[config.mk]
export PLATFORM = sky130hd
export DESIGN_NAME = mem_port_arbiter
export DESIGN_NICKNAME = d
export VERILOG_FILES = /design/src/rtl/mem_port_arbiter.sv
export SDC_FILE = /design/constraint.sdc
export NUM_CORES = 1
export LEC_CHECK = 0
export CAP_MARGIN = 20
export CORE_AREA = 10 10 132 134
export CTS_BUF_LIST = sky130_fd_sc_hd__clkbuf_4 sky130_fd_sc_hd__clkbuf_8 sky130_fd_sc_hd__clkbuf_16
export DETAILED_ROUTE_END_ITERATION = 10
export DIE_AREA = 0 0 142 144
export PLACE_DENSITY = 0.78
export SETUP_SLACK_MARGIN = 0.3
export SKIP_LAST_GASP = 1
export SLEW_MARGIN = 20
export SYNTH_ARGS = -nofsm -noshare
export SYNTH_HDL_FRONTEND = slang
export SYNTH_SLANG_ARGS = --single-unit
[constraint.sdc]
create_clock -name clk -period 5.5 [get_ports clk]
set_clock_uncertainty 0.2 [all_clocks]
set_input_delay 1.1 -clock clk [delete_from_list [all_inputs] [get_ports clk]]
set_output_delay 1.1 -clock clk [all_outputs]
set_load 0.01 [all_outputs]
[src/rtl/mem_port_arbiter.sv]
// Shares one byte-addressable memory port between instruction fetch and the
// load/store unit: grant -> ACCESS (memory driven) -> RESP (registered response).
module mem_port_arbiter #(
  parameter int AWIDTH       = 32,
  parameter int DWIDTH       = 32,
  parameter int STARVE_LIMIT = 4
) (
  input  logic              clk,
  input  logic              rst,
  input  logic              if_req_i,
  input  logic [AWIDTH-1:0] if_addr_i,
  output logic              if_gnt_o,
  output logic              if_rvalid_o,
  output logic [DWIDTH-1:0] if_rdata_o,
  input  logic              dm_req_i,
  input  logic              dm_we_i,
  input  logic [AWIDTH-1:0] dm_addr_i,
  input  logic [DWIDTH-1:0] dm_wdata_i,
  input  logic [2:0]        dm_funct3_i,
  output logic              dm_gnt_o,
  output logic              dm_rvalid_o,
  output logic [DWIDTH-1:0] dm_rdata_o,
  output logic [AWIDTH-1:0] mem_addr_o,
  output logic [DWIDTH-1:0] mem_data_o,
  output logic              mem_read_en_o,
  output logic              mem_write_en_o,
  output logic [2:0]        mem_funct3_o,
  input  logic [DWIDTH-1:0] mem_data_i,
  output logic              busy_o
);

  localparam logic [3:0] STARVE_MAX = 4'(STARVE_LIMIT);
  localparam logic [2:0] FUNCT3_LW  = 3'b010;

  logic [3:0]        starve_cnt;
  logic              fetch_pri;
  logic              if_gnt;
  logic              dm_gnt;

  logic              acc_valid;
  logic              acc_owner_dm;
  logic              acc_we;
  logic [AWIDTH-1:0] acc_addr;
  logic [DWIDTH-1:0] acc_wdata;
  logic [2:0]        acc_funct3;

  logic              if_rvalid_q;
  logic              dm_rvalid_q;
  logic [DWIDTH-1:0] if_rdata_q;
  logic [DWIDTH-1:0] dm_rdata_q;

  // Data wins ties unless fetch has lost STARVE_LIMIT arbitrations in a row;
  // grants are gated by rst so nothing is accepted while reset is asserted.
  assign fetch_pri = (starve_cnt == STARVE_MAX);
  assign if_gnt    = rst & if_req_i & (~dm_req_i | fetch_pri);
  assign dm_gnt    = rst & dm_req_i & ~(if_req_i & fetch_pri);

  always_ff @(posedge clk or negedge rst) begin
    if (!rst) begin
      starve_cnt <= '0;
    end else if (if_req_i && !if_gnt) begin
      if (starve_cnt != STARVE_MAX) begin
        starve_cnt <= starve_cnt + 4'd1;
      end
    end else begin
      starve_cnt <= '0;
    end
  end

  // ACCESS stage: address/data/size hold their last values while idle.
  always_ff @(posedge clk or negedge rst) begin
    if (!rst) begin
      acc_valid    <= 1'b0;
      acc_owner_dm <= 1'b0;
      acc_we       <= 1'b0;
      acc_addr     <= '0;
      acc_wdata    <= '0;
      acc_funct3   <= '0;
    end else begin
      acc_valid <= if_gnt | dm_gnt;
      if (dm_gnt) begin
        acc_owner_dm <= 1'b1;
        acc_we       <= dm_we_i;
        acc_addr     <= dm_addr_i;
        acc_wdata    <= dm_wdata_i;
        acc_funct3   <= dm_funct3_i;
      end else if (if_gnt) begin
        acc_owner_dm <= 1'b0;
        acc_we       <= 1'b0;
        acc_addr     <= if_addr_i;
        acc_wdata    <= '0;
        acc_funct3   <= FUNCT3_LW;
      end
    end
  end

  // RESP stage: only the owner's rdata register is updated; stores return 0.
  always_ff @(posedge clk or negedge rst) begin
    if (!rst) begin
      if_rvalid_q <= 1'b0;
      dm_rvalid_q <= 1'b0;
      if_rdata_q  <= '0;
      dm_rdata_q  <= '0;
    end else begin
      if_rvalid_q <= acc_valid & ~acc_owner_dm;
      dm_rvalid_q <= acc_valid & acc_owner_dm;
      if (acc_valid) begin
        if (acc_owner_dm) begin
          dm_rdata_q <= acc_we ? '0 : mem_data_i;
        end else begin
          if_rdata_q <= mem_data_i;
        end
      end
    end
  end

  assign if_gnt_o       = if_gnt;
  assign dm_gnt_o       = dm_gnt;
  assign if_rvalid_o    = if_rvalid_q;
  assign dm_rvalid_o    = dm_rvalid_q;
  assign if_rdata_o     = if_rdata_q;
  assign dm_rdata_o     = dm_rdata_q;
  assign mem_addr_o     = acc_addr;
  assign mem_data_o     = acc_wdata;
  assign mem_funct3_o   = acc_funct3;
  assign mem_read_en_o  = acc_valid & ~acc_we;
  assign mem_write_en_o = acc_valid & acc_we;
  assign busy_o         = acc_valid;

endmodule

* Word-level counts from Yosys, hierarchy flattened *
Index checks and enable logic that the tools add are counted.

storage, ports and cells
  input port bits = 136
  word-level logic and storage cells = 47
  register bits after elaboration = 140

operators by class
  eq/ne operators = 3
  multiplexer cells = 12
  reduce and logical (&&, ||, !) cells = 5
  bitwise operators = 15
  add/subtract/negate cells = 1

operators by type and width
  operator                                                                 number
  32-bit 2-to-1 mux                                                        5
  1-bit AND                                                                9
  4-bit 2-to-1 mux                                                         2
  3-bit 2-to-1 mux                                                         2
  4-bit by 1-bit adder with 4-bit output, second input constant            1
  4-bit by 3-bit equality test with 1-bit output, second input constant    1
  4-bit by 3-bit inequality test with 1-bit output, second input constant  1
  1-bit NOT                                                                4
  2-bit AND reduction                                                      2
  1-bit 2-to-1 mux                                                         3
  2-bit by 1-bit inequality test with 1-bit output, second input constant  1
  1-bit OR                                                                 2
  2-bit nonzero test                                                       1
  1-bit logical AND                                                        1
  1-bit zero test                                                          1

* Longest topological paths before layout *
  depth after elaboration = 6
  gate-level depth with buffers = 9

* Worst setup path before layout *
OpenSTA, ideal clock, no wires.

  path type = input-to-output
  start point = in if_req_i
  end point = out dm_gnt_o
  path slack = 2.168 ns
  stages = 6
  data arrival time = 2.032 ns
  path through = and4b_1 > clkbuf_2 > or2_1 > buf_6 > inv_2 > buf_6

on the way
  longest elaborated chain between the ends = 3

ends and longest elaborated chain
  what         line  text
  from (decl)  10    input logic if_req_i,
  1-bit AND    56    assign dm_gnt = rst & dm_req_i & ~(if_req_i & fetch_pri);
  1-bit NOT    56
  1-bit AND    56
  to (decl)    20    output logic dm_gnt_o,

No other way between the ends.

* Worst setup path in the final report *
  start point = in dm_req_i
  end point = out dm_gnt_o

on the way
  longest elaborated chain between the ends = 2

ends and longest elaborated chain
  what                    line  text
  from (decl)             15    input logic dm_req_i,
  1-bit AND (2 in a row)  56

No other way between the ends.

==> flow_summary_export.csv <==
group,metric,value,unit
global_route,gr-usage-met1,21.7,%
synth,synth_commonest_cells,"140 x dfrtp_1, 37 x nand2_1, 35 x a22o_1",
worst_setup_path,start_kind,"primary input",
synth,yosysMostFrequentCell,"dfrtp_1",
final_layout,area_delta_synth_final,59.9,%
synth,yosysTopAreaCell,"dfrtp_1",
synth,synth.avg_cell_area,12.3,µm²
power_and_ir_drop,p_per_area,363,nW/µm²
placement,place_area,8680,µm²
drt,first_iter_violations,192,
synth,yosys_register_bits,140,
flow_run,drv_cap,0,
die,io_pins,274,
worst_setup_path,worstPathArrival,2900,ps
synth,yosys.area.top_type_share,60.1,%
synth,synth_ff_type,"dfrtp_1",
worst_setup_path,reg2reg_slack,3390,ps
global_route,met3_usage,8.40,%
power_and_ir_drop,p_switching,0.000866,W
global_route,top_usage_layer,"met2",
global_route,grt_max_degree,78,
worst_setup_path,crit_required,4200,ps
timing,max-slew-margin-rel,33.2,%
timing,max_freq,0.238,GHz
timing,setup_viol,0,
synth,synth_area_leaders,"dfrtp_1 60%, mux2_2 6.2%, a221o_1 5.5%",
worst_setup_path,path_buf_inv,4,
timing,fin_crit_sh,76.4,%
power_and_ir_drop,power.leakage,3.97,nW
worst_setup_path,crit_path_max_incr_delay,590,ps
drt,drt_pass1_iterations,4,
timing,tightest_slew,999,ps
power_and_ir_drop,p_seq_share,39.0,%
clocking,cts.sinks,140,
timing,maxSlewViolCount,0,
final_layout,fillCellCount,1152,
worst_setup_path,cpMostUsedCell,"clkdlybuf4s50_1",
synth,synthArstFlopShare,100,%
timing,hold_violations,0,
power_and_ir_drop,ir_drop,0.000204,V
worst_setup_path,cp_max_fo,33,
global_route,track_usage,18.5,%
final_layout,final_util,62.7,%
timing,finalSetupTns,0,ps
die,row_count,45,
timing,final.min_clock_period,4200,ps
synth,yosysUniqueCellTypes,33,
worst_setup_path,cp_cell_sequence,"clkdlybuf4s50_1, nand2_1, buf_4, or2_1, inv_2, clkdlybuf4s50_1",
final_layout,finalInstanceArea,9320,µm²
synth,syn_inst,474,
worst_hold_path,hp-class,"flop to flop",
clocking,clk_pin_slew,50,ps
final_layout,drive_above_1_share,10.3,%
global_route,grt_antenna_before_repair,0,
clocking,root_buffer,"clkbuf_16",
timing,rsz0062_at_grt,"no",
drt,vias,4794,
die,die_h,144,µm
worst_setup_path,r2r_cells,6,
clocking,htreeDepth,4,
global_route,met2_usage,29.0,%
drt,routedWlPerCell,20.6,µm
worst_hold_path,hold_depth,2,
synth,synth-edff-count,0,
final_layout,multi_input_area,2120,µm²
worst_setup_path,crit_type,"primary input to output port",
worst_setup_path,worst_path_max_delay_cell,"clkdlybuf4s50_1",
clocking,cts_setup_buffers,0,
worst_setup_path,end_kind,"output port",
global_route,grt_pass1_wl,29500,µm
die,core-area,14900,µm²
status,status,"finished clean",
clocking,clock_path_buffers,2,
synth,syn_area,5830,µm²
die,dieWidth,142,µm
global_route,grt_remaining_overflow,0,
clocking,cts_tree,"built",
power_and_ir_drop,p_int,0.00252,W
final_layout,seq_area,3500,µm²
drt,viasPerCell,5.12,
clocking,ctsResizeCount,0,
die,dieArea,20400,µm²
clocking,clk_latency,410,ps
power_and_ir_drop,power_frac_comb,24.7,%
drt,antenna_left,0,
placement,portBuffers,273,
global_route,grt_pass1_vias,5338,
placement,dp_hpwl,14200,µm
drt,drt-total-wl,19300,µm
placement,gp_congestion,0.799,
final_layout,diodes,0,
worst_setup_path,critical_path_cell_count,6,
power_and_ir_drop,clkPwrFrac,36.3,%
worst_setup_path,path_delay_family,"buffers and inverters",
synth,syn_nets,612,
clocking,holdBufCountCts,0,
power_and_ir_drop,switching_share,25.6,%
clocking,cts-buffers-inserted,17,
final_layout,finalNetCount,874,
drt,drcViolationCount,0,
synth,seq_area_frac_synth,60.1,%
die,initial_utilization,39.2,%
synth,yosys_warnings,0,
-- registers in the layout, summed over array words and instances (netlist names) --
| signal | flops |
|---|---|
| mem_addr_o | 32 |
| if_rvalid_o | 1 |
| acc_owner_dm | 1 |
| starve_cnt | 4 |
| mem_data_o | 32 |
| acc_we | 1 |
| dm_rdata_o | 32 |
| mem_funct3_o | 3 |
| busy_o | 1 |
| dm_rvalid_o | 1 |
| if_rdata_o | 32 |
-- per-stage QoR --
step                total power, W  hold slack [ps]  std cells  setup WS [ps]
detailed placement         0.00218              278        905           1290
finish                     0.00338              286        937           1300
global route               0.00354              312        937           1190
global placement           0.00216              261        905           1280
CTS                        0.00342              290        937           1290
floorplan                  0.00161              259        474           2170
-- routing by layer --
metal,share of wire (%),wire (µm)
met5,0,0
met4,1.9,363
met3,11,2170
met2,46,8940
met1,40,7800
-- final cells by class --
class,instances,share of cell area [%]
multi-input cells,289,22.8
well taps,188,2.52
inverters,7,0.282
clock buffers,22,5.17
repair buffers,281,30.0
flip-flops and latches,140,37.6
clock inverters,10,1.73
-- cells by family (layout without fill, tap and decap cells) --
logic type,count (synthesis),count (layout),share of synthesized area (%)
simple gates,147,147,15.0
flops,140,140,60.1
compound gates,106,106,14.3
buf+inv,45,320,3.78
mux,32,32,6.18
fa+ha+maj,2,2,0.429
xor+xnor,2,2,0.300
-- power groups by stage --
stage          Sequential (W)  Combinational [W]  Clock [W]
2_1_floorplan         0.00139           0.000225          0
3_3_place_gp          0.00132           0.000831          0
3_5_place_dp          0.00133           0.000849          0
4_1_cts               0.00132           0.000852    0.00125
5_1_grt               0.00134           0.000900    0.00130
6_report              0.00132           0.000837    0.00123
-- tightest hold or removal path, stage by stage (launching register included) --
cell,delay [ps]
dfrtp_1,350
nand2_1,50
o21ai_0,60
-- placed cells by master, fill, tap and decap left out, drive strengths merged --
master / count
and4b: 1
and3: 1
buf: 9
ha: 2
o22a: 1
and2: 33
nor2b: 2
nand2b: 33
a21oi: 1
nor4b: 1
nor3b: 32
a221o: 32
nand2: 37
o21a: 1
clkinv: 5
o21ai: 34
or2: 1
mux2: 32
bufinv: 4
inv: 8
a22o: 35
dfrtp: 140
nor3: 2
o211ai: 1
clkdlybuf4s50: 272
nand3: 2
nand3b: 1
xor2: 2
and3b: 1
clkbuf: 22
a21boi: 1
-- path summary, 6_finish.rpt --
check,end,startpoint
min,dm_rdata_o[21],dm_rdata_o[21]
max in group asynchronous,mem_data_o[6],rst
max reg2reg,mem_addr_o[12],starve_cnt[0]
min in group asynchronous,starve_cnt[2],rst
max,dm_gnt_o,dm_req_i
min reg2reg,dm_rdata_o[21],dm_rdata_o[21]
Power figures use the tool's default switching activity.
